**config.mk**
```make
export PLATFORM = sky130hd
export DESIGN_NAME = multi_duty_clk_gen
export DESIGN_NICKNAME = d
export VERILOG_FILES = /design/src/rtl/multi_duty_clk_gen_pkg.sv /design/src/rtl/duty_clk_channel.sv /design/src/rtl/multi_duty_clk_gen.sv
export SDC_FILE = /design/constraint.sdc
export NUM_CORES = 1
export LEC_CHECK = 0
export ABC_CLOCK_PERIOD_IN_PS = 5600
export BUFFER_PORTS_ARGS = -buffer_cell sky130_fd_sc_hd__buf_4
export CAP_MARGIN = 20
export CORE_MARGIN = 10
export CORE_UTILIZATION = 50
export CTS_BUF_LIST = sky130_fd_sc_hd__clkbuf_4 sky130_fd_sc_hd__clkbuf_8 sky130_fd_sc_hd__clkbuf_16
export CTS_CLUSTER_SIZE = 20
export DETAILED_ROUTE_END_ITERATION = 7
export GPL_TIMING_DRIVEN = 0
export PLACE_DENSITY = 0.68
export RECOVER_POWER = 100
export SLEW_MARGIN = 15
export SYNTH_ARGS = -nofsm -noshare
export SYNTH_HDL_FRONTEND = slang
export SYNTH_HIERARCHICAL = 1
export SYNTH_SLANG_ARGS = --single-unit
```
**constraint.sdc**
```tcl
create_clock -name clk -period 5.6 [get_ports clk]
set_input_delay 1.12 -clock clk [delete_from_list [all_inputs] [get_ports clk]]
set_output_delay 1.12 -clock clk [all_outputs]
set_load 0.01 [all_outputs]
```
**src/rtl/multi_duty_clk_gen_pkg.sv**
```systemverilog
// multi_duty_clk_gen_pkg: shared states, defaults and phase clamp helper
package multi_duty_clk_gen_pkg;
  typedef enum logic [1:0] {IDLE, RUN, DRAIN} state_t;
  localparam int DEF_NCH = 4;
  localparam int DEF_CW = 8;
  function automatic logic [31:0] clamp_phase(input logic [31:0] phase, input logic [31:0] period);
    return (phase >= period) ? 32'd0 : phase;
  endfunction
endpackage

```
**src/rtl/duty_clk_channel.sv**
```systemverilog
// duty_clk_channel: one programmable clock/PWM channel with glitch-free start/stop
module duty_clk_channel
  import multi_duty_clk_gen_pkg::*;
#(
  parameter int   CW       = DEF_CW,
  parameter logic IDLE_LVL = 1'b0
) (
  input  logic          clk,
  input  logic          rst,
  input  logic          enable,
  input  logic          sync,
  input  logic [CW-1:0] period,
  input  logic [CW-1:0] high_cnt,
  input  logic [CW-1:0] phase,
  output logic          clk_out,
  output logic          active,
  output logic          wrap
);
  state_t state, state_nx;
  logic [CW-1:0] cnt, cnt_nx, per_sh, per_nx, hi_sh, hi_nx, start;
  logic at_end, load, wrap_nx, out_nx;
  assign start = CW'(clamp_phase(32'(phase), 32'(period)));
  assign active = state != IDLE;
  always_comb begin
    at_end = active && per_sh != '0 && cnt == per_sh - CW'(1);
    load = enable && !active || active && sync;
    wrap_nx = at_end && !sync;
    state_nx = !active ? (enable ? RUN : IDLE) : enable ? RUN : wrap_nx ? IDLE : DRAIN;
    cnt_nx = load ? start : wrap_nx ? '0 : (!active || per_sh == '0) ? cnt : cnt + CW'(1);
    // shadows only move at a period boundary, so mid-period edits never make runt pulses
    per_nx = (load || wrap_nx && enable) ? period : per_sh;
    hi_nx = (load || wrap_nx && enable) ? high_cnt : hi_sh;
    out_nx = (state_nx == IDLE || per_nx == '0) ? IDLE_LVL : cnt_nx < hi_nx;
  end
  always_ff @(posedge clk) begin
    if (rst) begin
      state <= IDLE;
      cnt <= '0;
      per_sh <= '0;
      hi_sh <= '0;
      clk_out <= IDLE_LVL;
      wrap <= 1'b0;
    end else begin
      state <= state_nx;
      cnt <= cnt_nx;
      per_sh <= per_nx;
      hi_sh <= hi_nx;
      clk_out <= out_nx;
      wrap <= wrap_nx;
    end
  end
endmodule

```
**src/rtl/multi_duty_clk_gen.sv**
```systemverilog
// multi_duty_clk_gen: NCH independent programmable clock/PWM channels sharing a sync
module multi_duty_clk_gen
  import multi_duty_clk_gen_pkg::*;
#(
  parameter int   NCH      = DEF_NCH,
  parameter int   CW       = DEF_CW,
  parameter logic IDLE_LVL = 1'b0
) (
  input  logic              clk,
  input  logic              rst,
  input  logic [NCH-1:0]    enable,
  input  logic [NCH*CW-1:0] period,
  input  logic [NCH*CW-1:0] high_cnt,
  input  logic [NCH*CW-1:0] phase,
  input  logic              sync,
  output logic [NCH-1:0]    clk_out,
  output logic [NCH-1:0]    active,
  output logic [NCH-1:0]    wrap
);
  for (genvar i = 0; i < NCH; i++) begin : g_ch
    duty_clk_channel #(.CW(CW), .IDLE_LVL(IDLE_LVL)) u_ch (
      .clk(clk),
      .rst(rst),
      .enable(enable[i]),
      .sync(sync),
      .period(period[i*CW +: CW]),
      .high_cnt(high_cnt[i*CW +: CW]),
      .phase(phase[i*CW +: CW]),
      .clk_out(clk_out[i]),
      .active(active[i]),
      .wrap(wrap[i])
    );
  end
endmodule

```
==> metrics.csv <==
stage,metric,value,unit
run_status,status,"finished, final reports clean",
setup_path,worst_r2r_endpoint,g_ch[0].u_ch/clk_out$_SDFF_PP0_,
floorplan,start_util,51.4,%
global_routing,antenna_found_initial,0,
detailed_routing,routedWlPerCell,16.5,um
clock_tree,cts_sinks,112,
cells_and_area,syn2layout_area_growth,15.7,%
sta,max_slew_margin,44.7,%
setup_path,crit_fanout,9,
clock_tree,hold_buffers,0,
sta,worstMarginPinSlew,0.830,ns
yosys,synthArstFlopShare,0,%
yosys,synthSimpleGateAreaFrac,20.6,%
yosys,yosys_most_used_dff,dfxtp_1,
setup_path,path_class,reg2reg,
setup_path,crit_path_end,g_ch[0].u_ch/clk_out$_SDFF_PP0_,
global_routing,grt_max_degree,19,
clock_tree,numCtsBuffers,9,
detailed_routing,vias,6250,
yosys,synthAdderAreaFrac,12.0,%
yosys,synth-compound-area-share,14.8,%
sta,maxSlewViolCount,0,
clock_tree,ctsResizeCount,0,
yosys,yosys.cell_types.count,59,
clock_tree,cts_tree,done,
sta,max_freq,226,MHz
sta,fin_crit,4.43,ns
sta,hold_viol,0,
setup_path,cp-start-kind,flip-flop,
yosys,ys_ff_latch,112,
place,port_buffers,114,
cells_and_area,final_nets,1138,
place,gp_congestion,0.844,
clock_tree,post_cts_buffers,0,
detailed_routing,initialDrtViolationCount,296,
yosys,synth_xor_area_share,7.13,%
global_routing,track_usage,18.5,%
cells_and_area,final_util,59.5,%
cells_and_area,drive_above_1_share,15.4,%
place,pre_cts_ws,1.54,ns
floorplan,core_area,14600,sq um
detailed_routing,highest_layer,met4,
floorplan,die_height,142,um
place,hpwl,15100,um
detailed_routing,met1_length,9110,um
power,power_density,243,nW/um^2
detailed_routing,wl_met2,8580,um
detailed_routing,viasPerCell,5.43,
floorplan,die_w,142,um
sta,min_period_over_period,79.0,%
yosys,syn_area_per_cell,8.95,sq um
yosys,netlist_instances,838,
sta,setup-tns-final,0,ns
yosys,synth_edf_count,0,
detailed_routing,drc,0,
detailed_routing,final_antenna_net_count,0,
setup_path,crit_required,5.83,ns
setup_path,critical_path_arrival,4.66,ns
detailed_routing,drt_wl_total,19000,um
setup_path,r2r_slack,1.17,ns
clock_tree,clock-root-buffer,clkbuf_16,
cells_and_area,stdcell_area,8670,sq um
yosys,ys.warnings.count,6,
sta,layout_setup_ws,1.17,ns
global_routing,grt_pass1_wl,30800,um
clock_tree,cts.path.max_buffers,2,
setup_path,startpoint,g_ch[0].u_ch/per_sh[0]$_SDFF_PP0_,
detailed_routing,drt-pass1-iter-count,4,
cells_and_area,n_antenna_cell,0,
clock_tree,clk_latency,0.36,ns
floorplan,dieArea,20300,sq um
run,cap_viol_max_count,0,
sta,skew,0.00988,ns
global_routing,grt_overflow,0,
clock_tree,path_clk_slew,0.07,ns
yosys,muxShareOfSynthArea,9.88,%
yosys,synth_top_family_by_area,simple AND/OR/NAND/NOR gates,
setup_path,r2r_cells,15,
yosys,yosysSeqAreaShare,29.9,%
detailed_routing,met3_length,991,um
setup_path,timing.rr.start,g_ch[0].u_ch/per_sh[0]$_SDFF_PP0_,
worst_hold_path,hold_class,reg2reg,
clock_tree,htree_num_levels,3,
power,irDropWorstVdd,0.152,mV
yosys,netlist_area,7500,sq um
setup_path,cp-end-kind,flip-flop,
sta,setup_violations,0,
place,place_area,8580,sq um
floorplan,ios,115,
sta,rsz0062_at_grt,false,
global_routing,grt_pass1_vias,6164,
cells_and_area,final.fill_count,1369,
floorplan,rows,44,
yosys,synth_nets,1013,
power,leakagePower,4.11,nW
==> routing by layer <==
metal  vias up  global-route usage, %
li1       3212                      -
met1      2885                   24.4
met2       133                   29.7
met3        20                   3.67
met4         0                   5.48
met5         -                      0
==> cell usage in the layout, fill, tap and decap left out, drive strengths merged, types with 4 or more instances in the layout <==
| cell type | instances |
|---|---|
| a211oi | 7 |
| a21o | 15 |
| a21oi | 18 |
| a221o | 4 |
| a31oi | 9 |
| a32oi | 4 |
| and2 | 29 |
| and3 | 7 |
| and3b | 6 |
| buf | 105 |
| clkbuf | 40 |
| clkinv | 4 |
| dfxtp | 112 |
| ha | 72 |
| inv | 66 |
| mux2i | 71 |
| nand2 | 54 |
| nand2b | 10 |
| nand3 | 18 |
| nand4 | 17 |
| nor2 | 103 |
| nor2b | 13 |
| nor3 | 17 |
| nor4 | 10 |
| o2111ai | 11 |
| o211a | 5 |
| o211ai | 5 |
| o21a | 4 |
| o21ai | 30 |
| o2bb2ai | 6 |
| or3 | 4 |
| xnor2 | 18 |
| xor2 | 43 |
==> report_power, final <==
group	internal (W)	switching, W
combinational	0.000277	0.000309
sequential	0.000853	0.0000552
clock	0.000303	0.000311
==> final cells by class <==
class                           count  area, sq um  area share [%]
Multi-Input combinational cell    639         4750            54.8
Sequential cell                   112         2240            25.8
Timing Repair Buffer              114          807            9.30
Inverter                           65          244            2.81
Tap cell                          184          230            2.65
Clock buffer                        9          225            2.60
Buffer                             22          124            1.43
Clock inverter                      7         47.5           0.548
==> logic make-up after synthesis <==
group	Yosys count
DFF	112
xor gates and xnor gates	61
adders and majority gates	72
muxes	72
and+or+nand+nor	298
AOI/OAI and AO/OA	136
buffers and inverters	87
==> worst min path at each step <==
stage / start / to / slack (ns) / cells past startpoint
after floorplan: g_ch[0].u_ch/hi_sh[3]$_SDFF_PP0_ / g_ch[0].u_ch/hi_sh[3]$_SDFF_PP0_ / 0.47 / 2
after global placement: g_ch[0].u_ch/hi_sh[4]$_SDFF_PP0_ / g_ch[0].u_ch/hi_sh[4]$_SDFF_PP0_ / 0.48 / 2
after detailed placement: g_ch[3].u_ch/hi_sh[3]$_SDFF_PP0_ / g_ch[3].u_ch/hi_sh[3]$_SDFF_PP0_ / 0.49 / 2
after CTS: g_ch[3].u_ch/hi_sh[3]$_SDFF_PP0_ / g_ch[3].u_ch/hi_sh[3]$_SDFF_PP0_ / 0.51 / 2
after global routing: g_ch[0].u_ch/hi_sh[4]$_SDFF_PP0_ / g_ch[0].u_ch/hi_sh[4]$_SDFF_PP0_ / 0.53 / 2
final: g_ch[0].u_ch/hi_sh[3]$_SDFF_PP0_ / g_ch[0].u_ch/hi_sh[3]$_SDFF_PP0_ / 0.50 / 2
==> per-stage QoR <==
step                hold WS [ns]  total power, W  cells
detailed placement         0.491         0.00154   1136
global placement           0.483         0.00152   1136
global route               0.525         0.00223   1152
CTS                        0.510         0.00216   1152
finish                     0.504         0.00211   1152
floorplan                  0.466         0.00135    838
==> flip-flops by register name (all words and copies together), names as in the netlist <==
signal             cells
g_ch.u_ch/hi_sh       32
g_ch.u_ch/cnt         32
g_ch.u_ch/per_sh      32
g_ch.u_ch/clk_out      4
g_ch.u_ch/state        8
g_ch.u_ch/wrap         4
==> critical path: stages, from the launching register on <==
cell and delay (ns):
dfxtp_1 0.42, inv_1 0.09, ha_1 0.31, xor2_1 0.14
nand2_1 0.08, a2111oi_0 0.45, o2111ai_1 0.44, o21a_1 0.31
clkbuf_1 0.32, mux2i_1 0.37, ha_1 0.31, a21o_1 0.16
a21oi_1 0.14, nor2b_1 0.06, a2111o_1 0.38, a211oi_1 0.33
==> cells in the mapped netlist (all sizes together) (3+ instances only) <==
master	n	share of area [%]
nor2b	13	1.1
xor2	43	5.0
o221a	3	0.45
nand2	54	2.7
and2	29	2.4
a31o	3	0.35
nand3	18	1.2
o2111ai	11	1.8
nor3	17	1.7
a211oi	7	0.70
or3	4	0.33
o2bb2ai	6	0.70
a221o	4	0.53
a21oi	18	1.2
a32oi	4	0.47
clkbuf	12	0.60
nand2b	10	0.83
buf	10	1.9
o21ai	30	2.0
inv	65	3.3
ha	72	12
o211ai	5	0.50
or2	3	0.25
and3b	6	0.70
a2111oi	3	1.1
and4	3	0.35
and3	7	0.58
nor4	10	1.0
xnor2	18	2.1
a2111o	3	0.45
a31oi	9	1.0
mux2i	71	9.7
nand4	17	1.7
a21o	15	1.5
dfxtp	112	30
o211a	5	0.67
o21a	4	0.40
nor2	103	5.2
No activity file was read; power rests on OpenSTA's default activity.
